===== config.mk =====
export PLATFORM = sky130hd
export DESIGN_NAME = shift_acc
export DESIGN_NICKNAME = d
export VERILOG_FILES = /design/src/rtl/dcim_pkg.sv /design/src/rtl/shift_acc.sv
export SDC_FILE = /design/constraint.sdc
export NUM_CORES = 1
export LEC_CHECK = 0
export CAP_MARGIN = 0
export CORE_ASPECT_RATIO = 0.7
export CORE_UTILIZATION = 30
export DETAILED_ROUTE_END_ITERATION = 7
export PLACE_DENSITY = 0.59
export SLEW_MARGIN = 20
export SYNTH_ARGS = -nofsm -noshare
export SYNTH_HDL_FRONTEND = slang
export SYNTH_SLANG_ARGS = --single-unit

===== constraint.sdc =====
create_clock -name clk -period 3.3 [get_ports clk]
set_clock_uncertainty 0.1 [all_clocks]
set_input_delay 0.99 -clock clk [delete_from_list [all_inputs] [get_ports clk]]
set_output_delay 0.99 -clock clk [all_outputs]
set_load 0.1 [all_outputs]

===== src/rtl/dcim_pkg.sv =====
// dcim_pkg: shared constants and width helper for the DCIM datapath
package dcim_pkg;
  localparam int DEF_IN_W = 13;
  localparam int DEF_ACT_BITS = 8;
  localparam logic SUS_UNSIGNED = 1'b0;
  localparam logic SUS_SIGNED = 1'b1;
  function automatic int out_w(input int in_w, input int act_bits);
    return in_w + act_bits;
  endfunction
endpackage


===== src/rtl/shift_acc.sv =====
// shift_acc: bit-serial shift-and-accumulate of MSB-first plane sums into one MAC result
module shift_acc
  import dcim_pkg::*;
#(
  parameter int IN_W = DEF_IN_W,
  parameter int ACT_BITS = DEF_ACT_BITS,
  localparam int OUT_W = out_w(IN_W, ACT_BITS),
  localparam int CW = $clog2(ACT_BITS)
) (
  input  logic             clk,
  input  logic             rst,
  input  logic             sus,
  input  logic             in_valid,
  output logic             in_ready,
  input  logic [IN_W-1:0]  in_data,
  output logic             out_valid,
  input  logic             out_ready,
  output logic [OUT_W-1:0] out_data,
  output logic             frame_active
);
  logic [CW-1:0] cnt;
  logic [OUT_W-1:0] acc, ext, nxt;
  logic sus_q, first, last, signed_mode, fire;
  // plane extension uses the live mode on plane 0 and the latched mode afterwards; MSB plane is negated in signed mode
  always_comb begin
    first = cnt == '0;
    last = cnt == CW'(ACT_BITS - 1);
    signed_mode = first ? sus == SUS_SIGNED : sus_q;
    ext = signed_mode ? {{(OUT_W-IN_W){in_data[IN_W-1]}}, in_data} : {{(OUT_W-IN_W){1'b0}}, in_data};
    nxt = first ? (signed_mode ? -ext : ext) : (acc << 1) + ext;
    in_ready = !(last && out_valid && !out_ready);
    fire = in_valid && in_ready;
    frame_active = !first;
  end
  // accumulate accepted planes and publish the result on the final plane, holding it until taken
  always_ff @(posedge clk) begin
    if (rst) begin
      cnt <= '0;
      acc <= '0;
      sus_q <= SUS_UNSIGNED;
      out_valid <= 1'b0;
      out_data <= '0;
    end else begin
      if (out_ready) out_valid <= 1'b0;
      if (fire) begin
        acc <= nxt;
        cnt <= last ? '0 : cnt + 1'b1;
        if (first) sus_q <= sus;
        if (last) begin
          out_data <= nxt;
          out_valid <= 1'b1;
        end
      end
    end
  end
endmodule

==> Yosys cells after proc, flatten, opt, wreduce, memory -nomap -nowiden <==
Index checks and enable logic that the tools add are counted.
{ "word_totals": {"output_inout_bits": 24, "in_bits": 18, "register_bits": 46, "elab_cells": 25} }
{ "op_classes": {"n_eq_ne": 1, "addsub": 3, "reduce_logical": 8, "muxes": 8} }
{ "op_table": {"columns": ["cell", "n"], "rows": [
  ["two-way mux 21 bit", 3],
  ["adder 21 bit", 1],
  ["negation 21 bit", 1],
  ["two-way mux 1 bit", 4],
  ["adder 3 x 1 -> 3 bit, second input constant", 1],
  ["== test 3 bit, second input constant", 1],
  ["logical AND 1 bit", 3],
  ["logical NOT 1 bit", 3],
  ["logical NOT 3 bit", 1],
  ["two-way mux 3 bit", 1],
  ["AND reduction 2 bit", 1]
]} }

==> Depth between registers and ports, before layout <==
{ "depth": {"depth_word": 6, "ltp_mapped": 11, "mapped_depth_nobuf": 9} }

==> Least setup slack after synthesis <==
OpenSTA, ideal clock, no wires.
{ "synth_timing": {"kind": "register -> register", "from": "register out_valid", "to": "register out_data[3]", "required_time_ps": 3135, "stages_incl_launch_ff": 9, "synth_period_minus_slack_ps": 3449, "path_slack_ps": -149, "t_arrival_ps": 3284, "cell_sequence": "dfxtp_1 nand3b_1 and2_1 clkbuf_1 nand2_1 clkbuf_1 nand2_1 o21a_1 nor2_1"} }
{ "synth_via": {"elab_chain_cells": 5} }
{ "synth_rtl": {"columns": ["element", "line", "rtl"], "rows": [
  ["start: declaration", "shift_acc.sv:16", "output logic out_valid,"],
  ["start signal: assignment", "shift_acc.sv:41", "out_valid <= 1'b0;"],
  ["start signal: assignment", "shift_acc.sv:44", "if (out_ready) out_valid <= 1'b0;"],
  ["start signal: assignment", "shift_acc.sv:51", "out_valid <= 1'b1;"],
  ["logical AND 1 bit (2 in series)", "shift_acc.sv:31", "in_ready = !(last && out_valid && !out_ready);"],
  ["logical NOT 1 bit", "shift_acc.sv:31", null],
  ["named net in_ready", "shift_acc.sv:14", "output logic in_ready,"],
  ["logical AND 1 bit", "shift_acc.sv:32", "fire = in_valid && in_ready;"],
  ["AND reduction 2 bit (no line)", null, null],
  ["end signal: assignment", "shift_acc.sv:50", "out_data <= nxt;"],
  ["end: declaration", "shift_acc.sv:18", "output logic [OUT_W-1:0] out_data,"]
]} }
The timed path passes the listed nets, and every way through them passes these cells.
A chain may end at the register's enable or synchronous reset.

==> Worst setup path after layout <==
{ "layout_timing": {"from": "input port in_data[10]", "to": "register out_data[18]"} }
{ "layout_via": {"elab_chain_cells": 4} }
{ "layout_rtl": {"columns": ["element", "line", "rtl"], "rows": [
  ["start: declaration", "shift_acc.sv:15", "input logic [IN_W-1:0] in_data,"],
  ["two-way mux 21 bit (*)", "shift_acc.sv:29", "ext = signed_mode ? {{(OUT_W-IN_W){in_data[IN_W-1]}}, in_data} : {{(OUT_W-IN_W){1'b0}}, in_data};"],
  ["negation 21 bit", "shift_acc.sv:30", "nxt = first ? (signed_mode ? -ext : ext) : (acc << 1) + ext;"],
  ["two-way mux 21 bit", "shift_acc.sv:30", null],
  ["two-way mux 21 bit (*)", "shift_acc.sv:30", null]
]} }
Every way passes the cells marked *; elsewhere a longest branch is shown, timed or not.

==> summary.txt <==
Status
  – Status: finished, final reports clean

Clocking
  – Clock Latency Late Sink: ~0.30 ns
  – Clk sinks: 46
  – H-tree levels: 2
  – CTS tree: yes
  – CTS buffer count: 5
  – Worst-path clk slew: 0.07 ns
  – Clock Path Buffers: 2
  – Root buffer cell: clkbuf_16
  – Cts hold-fix bufs: 0

Die
  – Die Footprint: roughly 11000 um2
  – Chip Width: between 100 and 150 um
  – FP Rows: 31
  – Starting density of the core: 0.3112
  – Core Region: around 10000 um2
  – # IOs: 42
  – Die Y: between 80 and 90 um

Worst setup path
  – Cell family with most CP delay: simple AND/OR/NAND/NOR gates
  – Max FO, Critical Path: 4
  – Element type at the critical path end: flip-flop
  – Crit Path Category: in2reg
  – Crit path required time: approximately 3.4 ns
  – Cell breakdown of the critical path: clkdlybuf4s50_1 -> ha_1 -> o211ai_1 -> o21ai_2 -> nor3_2 -> a21boi_4 -> nor3_2 -> or4b_1 -> nand3_1
  – Critical path's largest stage delay: 0.52 ns
  – Worst EP arrival: ~3.3 ns
  – Most used cell, CP: nor3_2
  – Startpoint types: primary input
  – Buf+Inv Stages, Crit Path: 1
  – Slowest CP cell: or4b_1

Power
  – Pleak: 1.809 nW
  – Total power divided by cell area: ~390 nW/um2
  – Peak supply drop: 0.2368 mV

Synthesis
  – Total number of yosys warnings: 0
  – Most frequent cell after synthesis: nor2_1
  – Area contributors post-synth: dfxtp_1 (28%), nor2_1 (7.1%), nand2_1 (6.8%)
  – Syn Nets: 476
  – Top FF cell, synth: dfxtp_1
  – Synth cell types: 54
  – Number of flops mapped to enable cells by yosys: 0
  – Ys async rst share: 0
  – Post-synthesis register bit count: 46
  – Top post-synthesis cells by count: nor2_1 (62), nand2_1 (59), dfxtp_1 (46)
  – Post-synth top area share: 0.2825
  – Mean Syn Cell Area: 7.391 um2
  – Synth Instances: 441
  – Register area share after synthesis: 0.2825
  – Synth area leader: dfxtp_1
  – Post-Syn Area: approximately 3300 um2

Drt
  – Final WL: 10270 um
  – Final ANT Viol Nets: 0
  – DR pass1 iterations: 4
  – Starting DRT DRC Count: around 250
  – Wire per inst: around 16 um
  – Vias per cell: about 5.4
  – Residual DRC count: 0
  – Routed vias: roughly 3.5k

Timing
  – Max Freq: around 310 MHz
  – Setup TNS: 0 ns
  – Slew @ Worst Pin: approximately 1 ns
  – Slack of the critical path: ~0.11 ns
  – Max Slew Vio Count: 0
  – Max-slew headroom: 0.3342
  – Final Hold Fails: 0
  – Period utilisation layout: 0.9674
  – RSZ-0062 raised after global routing: no
  – Final setup vio count: 0
  – Min Tclk post-route: about 3.2 ns

Min path
  – Worst Hold Class: reg2reg

Final layout
  – Ant. Diodes: 0
  – Layout cells sized above 1: 0.2016
  – Fillers: 1064
  – Storage element area: between 900 and 1000 um2
  – Area Overhead vs Synth: 32.21%
  – Fin cells: 648
  – Final Net Count: between 500 and 600
  – Multi-input gate area: between 2000 and 2500 um2

Run
  – MaxCap Viol Count: 0

GRT
  – Vias in the first global route: about 3.2k
  – Initial antenna violation count: 0
  – GR Util All Layers: 0.1860
  – Grt ovf: 0
  – First-pass GRT wire length: 16360 um
  – Largest net degree at the start of global routing: 56

Placement
  – Place WS: -0.5794 ns
  – HPWL Detailed: a little under 8000 um
  – Port bufs: 41
  – Final RePlAce weighted congestion: approximately 0.95
  – Placed insts: 640
-- final timing paths --
check	endpoint	from	slack, ns	cells after the start
worst max-delay path	out_data[18]$_SDFFE_PP0P_	in_data[10]	0.11	9
worst min-delay path	out_data[0]$_SDFFE_PP0P_	out_data[0]$_SDFFE_PP0P_	0.36	2
worst max register to register	out_data[19]$_SDFFE_PP0P_	cnt[0]$_SDFFE_PP0P_	0.64	12
worst min register to register	out_data[0]$_SDFFE_PP0P_	out_data[0]$_SDFFE_PP0P_	0.36	2
-- metal layers --
layer,part of all wire,global-route usage,vias to the layer above
met4,0.0087,0.03834,0
met5,0,0,-
met3,0.069,0.02693,8
met2,0.40,0.2737,106
met1,0.52,0.2835,1625
li1,-,-,1739
-- worst min-delay path, cell delays in order (launching register included) --
cell     delay [ns]
dfxtp_1        0.31
nand2_1        0.05
a21oi_1        0.05
-- cell type report --
type | count | share of cell area
Multi-Input combinational cell | 362 | 0.5282
Sequential cell | 46 | 0.2140
Timing Repair Buffer | 93 | 0.1789
Tap cell | 132 | 0.03833
Clock buffer | 5 | 0.02904
Inverter | 7 | 0.006098
Clock inverter | 3 | 0.005517
-- per-stage QoR --
| step | hold slack, ns | total power (W) | util | instance area (um2) |
|---|---|---|---|---|
| global placement | 0.3459 | 0.001149 | 0.3898 | 4083 |
| global route | 0.3891 | 0.001789 | 0.4115 | 4309 |
| finish | 0.3625 | 0.001700 | 0.4115 | 4309 |
| floorplan | 0.3356 | 0.0009484 | - | 3261 |
| detailed placement | 0.3491 | 0.001156 | 0.3898 | 4083 |
| CTS | 0.3671 | 0.001686 | 0.4063 | 4255 |
-- layout by cell type, fill, tap and decap left out, drive strengths merged, types with 9 or more instances in the layout --
cell type,instances
a211oi,16
a21oi,33
buf,77
clkdlybuf4s50,9
dfxtp,46
ha,16
nand2,59
nand3,15
nor2,62
nor3,12
o211ai,11
o21ai,20
xnor2,14
-- cells by family (layout without fill, tap and decap cells) --
kind of cell	Yosys count	count (layout)	synth area share
DFF	46	46	0.2825
adders and majority gates	17	17	0.06756
muxes	8	8	0.02495
AOI/OAI and AO/OA	117	117	0.2384
buffers and inverters	33	108	0.03992
and+or+nand+nor	200	200	0.2929
xor gates and xnor gates	20	20	0.05374
-- sequential cells by signal, summed over array words and instances, names as in the netlist --
register and cells:
acc 20, cnt 3, out_data 21, out_valid 1, sus_q 1
-- repair_timing --
item | 4_1_cts | 5_1_grt
pin swaps | 8 | 4
setup endpoints to repair | 14 | 17
hold endpoints to repair | 0 | 0
gates resized for setup | 9 | 13
setup buffers | 0 | 0
-- where the power goes --
group / internal [W] / total, W / switching [W]
clock network: 0.000284 / 0.000523 / 0.000239
registers: 0.000582 / 0.000616 / 0.0000344
logic: 0.000244 / 0.000561 / 0.000317
total: 0.00111 / 0.00170 / 0.000590
(Power assumes the default switching activity.)
